`src/rtl/lbp_hist_engine.sv`:
```
// rtl/lbp_hist_engine.sv - per-cell 256-bin LBP histogram builder with saturating bins
module lbp_hist_engine #(
  parameter int IMG_LOG2      = 6,
  parameter int MAX_GRID_LOG2 = 4,
  parameter int SLOT_W        = 5,
  parameter int CNT_W         = 8
) (
  input  logic                              clk,
  input  logic                              rst,
  input  logic                              enable,
  input  logic [2:0]                        grid_log2x,
  input  logic [2:0]                        grid_log2y,
  input  logic [SLOT_W-1:0]                 slot,
  output logic                              lbp_ren,
  output logic [2*IMG_LOG2-1:0]             lbp_addr,
  input  logic [7:0]                        lbp_rdata,
  output logic                              hist_ren,
  output logic                              hist_wen,
  output logic [SLOT_W+2*MAX_GRID_LOG2+7:0] hist_addr,
  output logic [CNT_W-1:0]                  hist_wdata,
  input  logic [CNT_W-1:0]                  hist_rdata,
  output logic                              busy,
  output logic                              done,
  output logic                              sat
);

  localparam int G_W = MAX_GRID_LOG2;
  localparam logic [CNT_W-1:0] CNT_MAX = '1;

  typedef enum logic [2:0] {
    IDLE    = 3'd0,
    CLEAR   = 3'd1,
    PIX_RD  = 3'd2,
    HIST_RD = 3'd3,
    HIST_WR = 3'd4,
    DONE_S  = 3'd5
  } state_t;

  state_t              state, state_nxt;
  logic [2:0]          gx_q, gy_q, gx_nxt, gy_nxt;
  logic [SLOT_W-1:0]   slot_q, slot_nxt;
  logic [G_W-1:0]      cx, cy, cx_nxt, cy_nxt;
  logic [IMG_LOG2-1:0] px, py, px_nxt, py_nxt;
  logic [7:0]          bin_q, bin_nxt;
  logic                sat_nxt;
  logic [IMG_LOG2-1:0] w_last, h_last;
  logic [G_W-1:0]      cx_last, cy_last;

  function automatic logic [2:0] clamp_grid(input logic [2:0] g);
    int v;
    v = int'(g);
    if (v > MAX_GRID_LOG2) v = MAX_GRID_LOG2;
    if (v > IMG_LOG2) v = IMG_LOG2;
    return 3'(v);
  endfunction

  // Image coordinate of a pixel: cell index scaled by the cell size plus offset.
  function automatic logic [IMG_LOG2-1:0] coord(input logic [G_W-1:0] c,
                                                input logic [2:0] g,
                                                input logic [IMG_LOG2-1:0] p);
    int v;
    v = (int'(c) << (IMG_LOG2 - int'(g))) + int'(p);
    return IMG_LOG2'(v);
  endfunction

  always_comb begin
    w_last  = IMG_LOG2'((1 << (IMG_LOG2 - int'(gx_q))) - 1);
    h_last  = IMG_LOG2'((1 << (IMG_LOG2 - int'(gy_q))) - 1);
    cx_last = G_W'((1 << int'(gx_q)) - 1);
    cy_last = G_W'((1 << int'(gy_q)) - 1);
  end

  always_comb begin
    state_nxt = state;
    gx_nxt    = gx_q;
    gy_nxt    = gy_q;
    slot_nxt  = slot_q;
    cx_nxt    = cx;
    cy_nxt    = cy;
    px_nxt    = px;
    py_nxt    = py;
    bin_nxt   = bin_q;
    sat_nxt   = sat;
    case (state)
      IDLE: begin
        if (enable) begin
          state_nxt = CLEAR;
          gx_nxt    = clamp_grid(grid_log2x);
          gy_nxt    = clamp_grid(grid_log2y);
          slot_nxt  = slot;
          cx_nxt    = '0;
          cy_nxt    = '0;
          px_nxt    = '0;
          py_nxt    = '0;
          bin_nxt   = '0;
          sat_nxt   = 1'b0;
        end
      end
      CLEAR: begin
        bin_nxt = bin_q + 8'd1;
        if (bin_q == 8'hFF) state_nxt = PIX_RD;
      end
      PIX_RD: state_nxt = HIST_RD;
      HIST_RD: begin
        bin_nxt   = lbp_rdata;
        state_nxt = HIST_WR;
      end
      HIST_WR: begin
        if (hist_rdata == CNT_MAX) sat_nxt = 1'b1;
        bin_nxt   = '0;
        state_nxt = PIX_RD;
        if (px != w_last) begin
          px_nxt = px + 1'b1;
        end else begin
          px_nxt = '0;
          if (py != h_last) begin
            py_nxt = py + 1'b1;
          end else begin
            py_nxt    = '0;
            state_nxt = CLEAR;
            if (cx != cx_last) begin
              cx_nxt = cx + 1'b1;
            end else begin
              cx_nxt = '0;
              if (cy != cy_last) cy_nxt = cy + 1'b1;
              else state_nxt = DONE_S;
            end
          end
        end
      end
      DONE_S:  state_nxt = IDLE;
      default: state_nxt = IDLE;
    endcase
  end

  // Strobes are registered from the next state so they line up with it.
  always_ff @(posedge clk or negedge rst) begin
    if (!rst) begin
      state    <= IDLE;
      gx_q     <= '0;
      gy_q     <= '0;
      slot_q   <= '0;
      cx       <= '0;
      cy       <= '0;
      px       <= '0;
      py       <= '0;
      bin_q    <= '0;
      sat      <= 1'b0;
      lbp_ren  <= 1'b0;
      lbp_addr <= '0;
      hist_ren <= 1'b0;
      hist_wen <= 1'b0;
      busy     <= 1'b0;
      done     <= 1'b0;
    end else begin
      state    <= state_nxt;
      gx_q     <= gx_nxt;
      gy_q     <= gy_nxt;
      slot_q   <= slot_nxt;
      cx       <= cx_nxt;
      cy       <= cy_nxt;
      px       <= px_nxt;
      py       <= py_nxt;
      bin_q    <= bin_nxt;
      sat      <= sat_nxt;
      lbp_ren  <= (state_nxt == PIX_RD);
      lbp_addr <= {coord(cy_nxt, gy_nxt, py_nxt), coord(cx_nxt, gx_nxt, px_nxt)};
      hist_ren <= (state_nxt == HIST_RD);
      hist_wen <= (state_nxt == CLEAR) || (state_nxt == HIST_WR);
      busy     <= (state_nxt == CLEAR) || (state_nxt == PIX_RD) ||
                  (state_nxt == HIST_RD) || (state_nxt == HIST_WR);
      done     <= (state_nxt == DONE_S);
    end
  end

  // The LBP code only arrives in HIST_RD, so the bin field bypasses the latch there.
  always_comb begin
    hist_addr  = {slot_q, cy, cx, (state == HIST_RD) ? lbp_rdata : bin_q};
    hist_wdata = '0;
    if (state == HIST_WR) hist_wdata = (hist_rdata == CNT_MAX) ? CNT_MAX : hist_rdata + 1'b1;
  end

endmodule

```
`config.mk`:
```
export PLATFORM = sky130hd
export DESIGN_NAME = lbp_hist_engine
export DESIGN_NICKNAME = d
export VERILOG_FILES = /design/src/rtl/lbp_hist_engine.sv
export SDC_FILE = /design/constraint.sdc
export NUM_CORES = 1
export LEC_CHECK = 0
export BUFFER_PORTS_ARGS = -buffer_cell sky130_fd_sc_hd__buf_2
export CORE_MARGIN = 5
export CORE_UTILIZATION = 60
export DETAILED_ROUTE_END_ITERATION = 7
export HOLD_SLACK_MARGIN = 0.06
export PLACE_DENSITY = 0.93
export SLEW_MARGIN = 20
export SYNTH_ARGS = -nofsm -noshare
export SYNTH_HDL_FRONTEND = slang
export SYNTH_SLANG_ARGS = --single-unit
```
`constraint.sdc`:
```
create_clock -name clk -period 13.45 [get_ports clk]
set_clock_uncertainty 0.1 [all_clocks]
set_input_delay 1.345 -clock clk [delete_from_list [all_inputs] [get_ports clk]]
set_output_delay 1.345 -clock clk [all_outputs]
set_load 0.01 [all_outputs]
```
# == Word level (Yosys, flattened, before mapping) ==
# Index checks and enable logic that the tools add are counted.
# totals
register_bits,60
# classes
add_sub_neg,16
magnitude_cmp,4
eq_ne,17
shifts,6
mux,45
n_reduce_logical,10
# op_table
cell,count
$mux W32,4
$gt A32 B4 Y1 const B,2
$shl A1 B32 Y6 const A,2
$shl A4 B32 Y6,2
$mux W3,14
$mux W4,9
$mux W8,4
$pmux W8 S4,1
$mux W6,5
$pmux W6 S2,2
$add A8 B1 Y8 const B,2
$eq A8 B8 Y1 const B,2
$pmux W4 S2,2
$sub A3 B3 Y4 const A,4
$pmux W3 S5,1
$add A6 B1 Y6 const B,2
$add A6 B6 Y6,2
$eq A3 B2 Y1 const B,4
$ne A6 B6 Y1,2
$sub A6 B2 Y6 const B,2
$eq A3 B3 Y1 const B,3
$add A4 B1 Y4 const B,2
$ne A4 B4 Y1,2
$shl A1 B3 Y4 const A,2
other kinds (12),21

# == Logic depth before layout (Yosys ltp) ==
# depth
word_depth,12
depth_mapped,25
depth_no_buf,22

# == Worst setup path after synthesis ==
# Ideal clock, no wire load.
# synth_path
path_type,flip-flop to flip-flop
from,reg gx_q[0]
to,reg lbp_addr[11]
setup_ns,0.125
t_arrival_ns,5.044
required_time_ns,13.225
setup_slack_ns,8.181
path_stages_with_launch,25
cell_sequence,dfrtp_1 inv_1 ha_1 clkbuf_1 nor2b_1 nand3_1 ha_1 buf_1 xor2_1 xor2_1 o311a_1 or4_1 buf_2 nor4_2 mux2i_1 a22o_1 nand2_1 nor2_1 ha_1 a21o_1 a21oi_1 o21bai_1 a21oi_1 xnor2_1 xnor2_1
# synth_between
elab_chain_cells,9
elab_cells_between_ends,15
# synth_lines
element,line_no,text
start: declaration,40,"logic [2:0] gx_q, gy_q, gx_nxt, gy_nxt;"
start signal: assignment,157,gx_q <= gx_nxt;
"parallel branches: the longest is 5 deep, another holds $sub A6 B2 Y6",-,
$mux W4 (*),112,if (px != w_last) begin
$pmux W4 S2 (*),84,case (state)
net cy_nxt[0],42,"logic [G_W-1:0] cx, cy, cx_nxt, cy_nxt;"
$shl A4 B32 Y6 (*),62,v = (int'(c) << (IMG_LOG2 - int'(g))) + int'(p);
$add A6 B6 Y6 (*),62,
end signal: assignment,167,"lbp_addr <= {coord(cy_nxt, gy_nxt, py_nxt), coord(cx_nxt, gx_nxt, px_nxt)};"
end: declaration,15,"output logic [2*IMG_LOG2-1:0] lbp_addr,"
# Mark *: on every way through the listed nets, which the timed path passes.
# A chain may end at the register's enable or synchronous reset.

# == Final worst setup path ==
# Same ends and word-level chain as after synthesis.

==> results.md <==
- Hold EP: sat$_DFFE_PN0P_
- Post-layout min period: 6.04 ns
- Setup Buffers After CTS: 0
- Worst-margin pin slew: 0.902 ns
- Die area: 0.00999 mm²
- Hold Violations, Final: 0
- Flip-flop and latch count after synthesis: 60
- Layout overhead on the synthesized area: 12.4%
- CP dominant cell by count: ha_1
- RR Endpoint: lbp_addr[11]$_DFF_PN0_
- Longest Clk Path Bufs: 2
- Mapped Area: 0.00485 mm²
- Vias: 4599
- Initial core utilization: 62.1%
- Syn Area/Cell: 8.63 µm²
- Worst hold stages: 2
- Design Area, Final: 0.00545 mm²
- Port-buffer cells: 76
- Outcome: complete, no violations
- P per Cell Area: 74.0 mW/mm²
- Chip Width: 99.9 µm
- Peak supply drop: 0.0000642 V
- GPL Wtd Cong: 0.962
- Met3 routed WL: 855 µm
- Vias in the first global route: 4419
- # clock sinks: 60
- Clock Latency Late Sink: 0.34 ns
- Critical path required time: 13.62 ns
- RSZ-0062 raised after global routing: no
- Worst path top cell family by delay: simple AND/OR/NAND/NOR gates
- Yosys warning count: 0
- Post-Place Setup Slack: 7.55 ns
- Hold WS: 0.386 ns
- H-tree depth: 3
- Top post-synthesis cells by count: dfrtp_1 (60), nand2_1 (54), o21ai_0 (44)
- Gr ovfl total: 0
- TritonCTS clock tree: yes
- Fillers: 569
- Routed length per instance: 16.6 µm
- Critical path launch point type: register
- Max Used Layer: met4
- Synth top area share: 30.9%
- M1 wire length: 4970 µm
- Final setup vio count: 0
- I/O Pins: 77
- F_max: 165 MHz
- Synth async-reset ratio: 100%
- Period utilisation layout: 44.9%
- DPL Wire Length: 9000 µm
- Crit end category: register
- Largest net degree at the start of global routing: 61
- Hold-fix buffers, CTS: 0
- GRT Overall Usage: 24.8%
- Iter 0 DRT Violations: 309
- Vias per inst: 6.26
- Initial antenna violation count: 0
- Met2 Routed Length: 6040 µm
- Total power: 0.404 mW
- DRC Markers: 0
- Slowest library cell on the worst path: or4_1
- Critical Path Stages: 21
- Placed instance count: 719
- Final setup margin: 7.41 ns
- Mapped Cells: 562
- Crit path buf inv count: 1
- First-pass GRT wire length: 20400 µm
- CP peak stage delay: 0.83 ns
- Post-DRT Antenna Nets: 0
- Reg2reg setup slack: 7.41 ns
- Clock slew at reported path FFs: 0.07 ns
- Num rows: 32
- Maxcap violations: 0
- Final std cells w/o fill: 735
- Leak: 2.56 nW
- # diodes: 0
- Synth unique cells: 66
- Util after Layout: 69.9%
- Register area share after synthesis: 30.9%
- Synth Net Count: 634
- R2R depth: 21
- Post-synth EDFFs: 0
- Core footprint: 0.00781 mm²
- Crit Path Class: reg2reg
- Crit-path max FO: 21
- Slew Limit Fails: 0
- Largest area contributor in the netlist: dfrtp_1
- Area contributors post-synth: dfrtp_1 (31%), ha_1 (10%), o21ai_0 (4.5%)
- Synth Flop Type: dfrtp_1
- Nets: 700
- Die Y: 99.9 µm
- Count leader, synth: dfrtp_1
- Crit path arrival time: 6.21 ns
- Max-slew headroom: 39.9%
- Critical-path cell list: inv_1 > ha_1 > nor2b_1 > nand3_1 > ha_1 > xor2_1 > xor2_1 > o311a_1 > or4_1 > nor4_2 > mux2i_1 > a22o_1 > nand2_1 > nor2_1 > ha_1 > a21o_1 > a21oi_1 > o21bai_1 > a21oi_1 > xnor2_1 > xnor2_1
- Post-CTS sizing: 0
- Clock root buffer: clkbuf_8
- CTS Buf Count: 9
- Setup TNS: 0 ns
- Drt pass-1 iters: 5
- Cell Area, Placed: 0.00526 mm²
- Final wirelength: 12200 µm
- Hold Crit Class: reg2reg
- Layout cell share with drive strength beyond 1: 19.0%
- RR Startpoint: gx_q[0]$_DFF_PN0_
- HP Start: sat$_DFFE_PN0P_
-- how the worst max path moves through the flow --
stage	start	end	slack (ns)
finish	gx_q[0]$_DFF_PN0_	lbp_addr[11]$_DFF_PN0_	7.41
global route	gy_q[0]$_DFF_PN0_	lbp_addr[5]$_DFF_PN0_	7.07
CTS	gx_q[0]$_DFF_PN0_	lbp_addr[11]$_DFF_PN0_	7.50
detailed placement	gx_q[0]$_DFF_PN0_	lbp_addr[5]$_DFF_PN0_	7.55
global placement	gx_q[0]$_DFF_PN0_	lbp_addr[5]$_DFF_PN0_	7.82
floorplan	gx_q[0]$_DFF_PN0_	lbp_addr[11]$_DFF_PN0_	8.18
-- sequential cells by signal, indices dropped and copies added, names as in the netlist, 3 cells and up --
register	flops
px	6
py	6
gy_q	3
lbp_addr	12
bin_q	8
cy	4
state	3
cx	4
slot_q	5
gx_q	3
-- routing by layer --
| metal | up-vias | GRT usage [%] |
|---|---|---|
| li1 | 2140 | - |
| met4 | 0 | 8.82 |
| met3 | 45 | 4.66 |
| met2 | 217 | 42.2 |
| met5 | - | 0 |
| met1 | 2197 | 31.6 |
-- report_power, final --
part	internal, mW	switching [mW]
Combinational	0.0216	0.0334
Clock	0.0855	0.0761
Sequential	0.184	0.00335
-- cells by family after synthesis --
kind of cell             share of synthesized area (%)
AO/OA/AOI/OAI                                     18.2
XOR/XNOR                                          7.50
adder cells (fa/ha/maj)                           11.1
buffers and inverters                             4.64
flip-flops                                        30.9
multiplexers                                      6.39
AND/OR/NAND/NOR                                   21.2
-- final cells by class --
cell class                 instances  area, µm²  share of cell area [%]
clock inverter                     6       63.8                    1.17
multi-input combinational        449       3130                    57.3
timing repair buffer              78        395                    7.25
clock buffer                      10        128                    2.34
sequential                        60       1500                    27.5
tap                              102        128                    2.34
inverter                          30        113                    2.06
-- worst reg2reg max path: stages (launching register included) --
cell      delay, ns
dfrtp_1        0.51
inv_1          0.16
ha_1           0.50
nor2b_1        0.22
nand3_1        0.12
ha_1           0.32
xor2_1         0.20
xor2_1         0.16
o311a_1        0.30
or4_1          0.83
nor4_2         0.47
mux2i_1        0.35
a22o_1         0.22
nand2_1        0.06
nor2_1         0.18
ha_1           0.27
a21o_1         0.15
a21oi_1        0.25
o21bai_1       0.10
a21oi_1        0.19
xnor2_1        0.17
xnor2_1        0.14
-- cell usage in the layout (no fill, tap or decap), types with 4 or more instances in the layout --
cell | Yosys | layout
buf_2 | 2 | 76
dfrtp_1 | 60 | 60
nand2_1 | 54 | 54
o21ai_0 | 44 | 44
nor2_1 | 43 | 43
ha_1 | 40 | 40
inv_1 | 30 | 30
a21oi_1 | 28 | 28
nand3_1 | 26 | 26
xnor2_1 | 21 | 21
nand2b_1 | 16 | 16
mux2_2 | 16 | 16
xor2_1 | 15 | 15
nor2b_1 | 13 | 13
mux2i_1 | 13 | 13
clkbuf_8 | 0 | 9
nor3b_1 | 8 | 8
and3_1 | 7 | 7
o211ai_1 | 7 | 7
nor3_1 | 7 | 7
a31oi_1 | 6 | 6
a21o_1 | 6 | 6
o31ai_1 | 4 | 4
nor4_1 | 4 | 4
o21a_1 | 4 | 4
a22o_1 | 4 | 4
(Power assumes the default switching activity.)
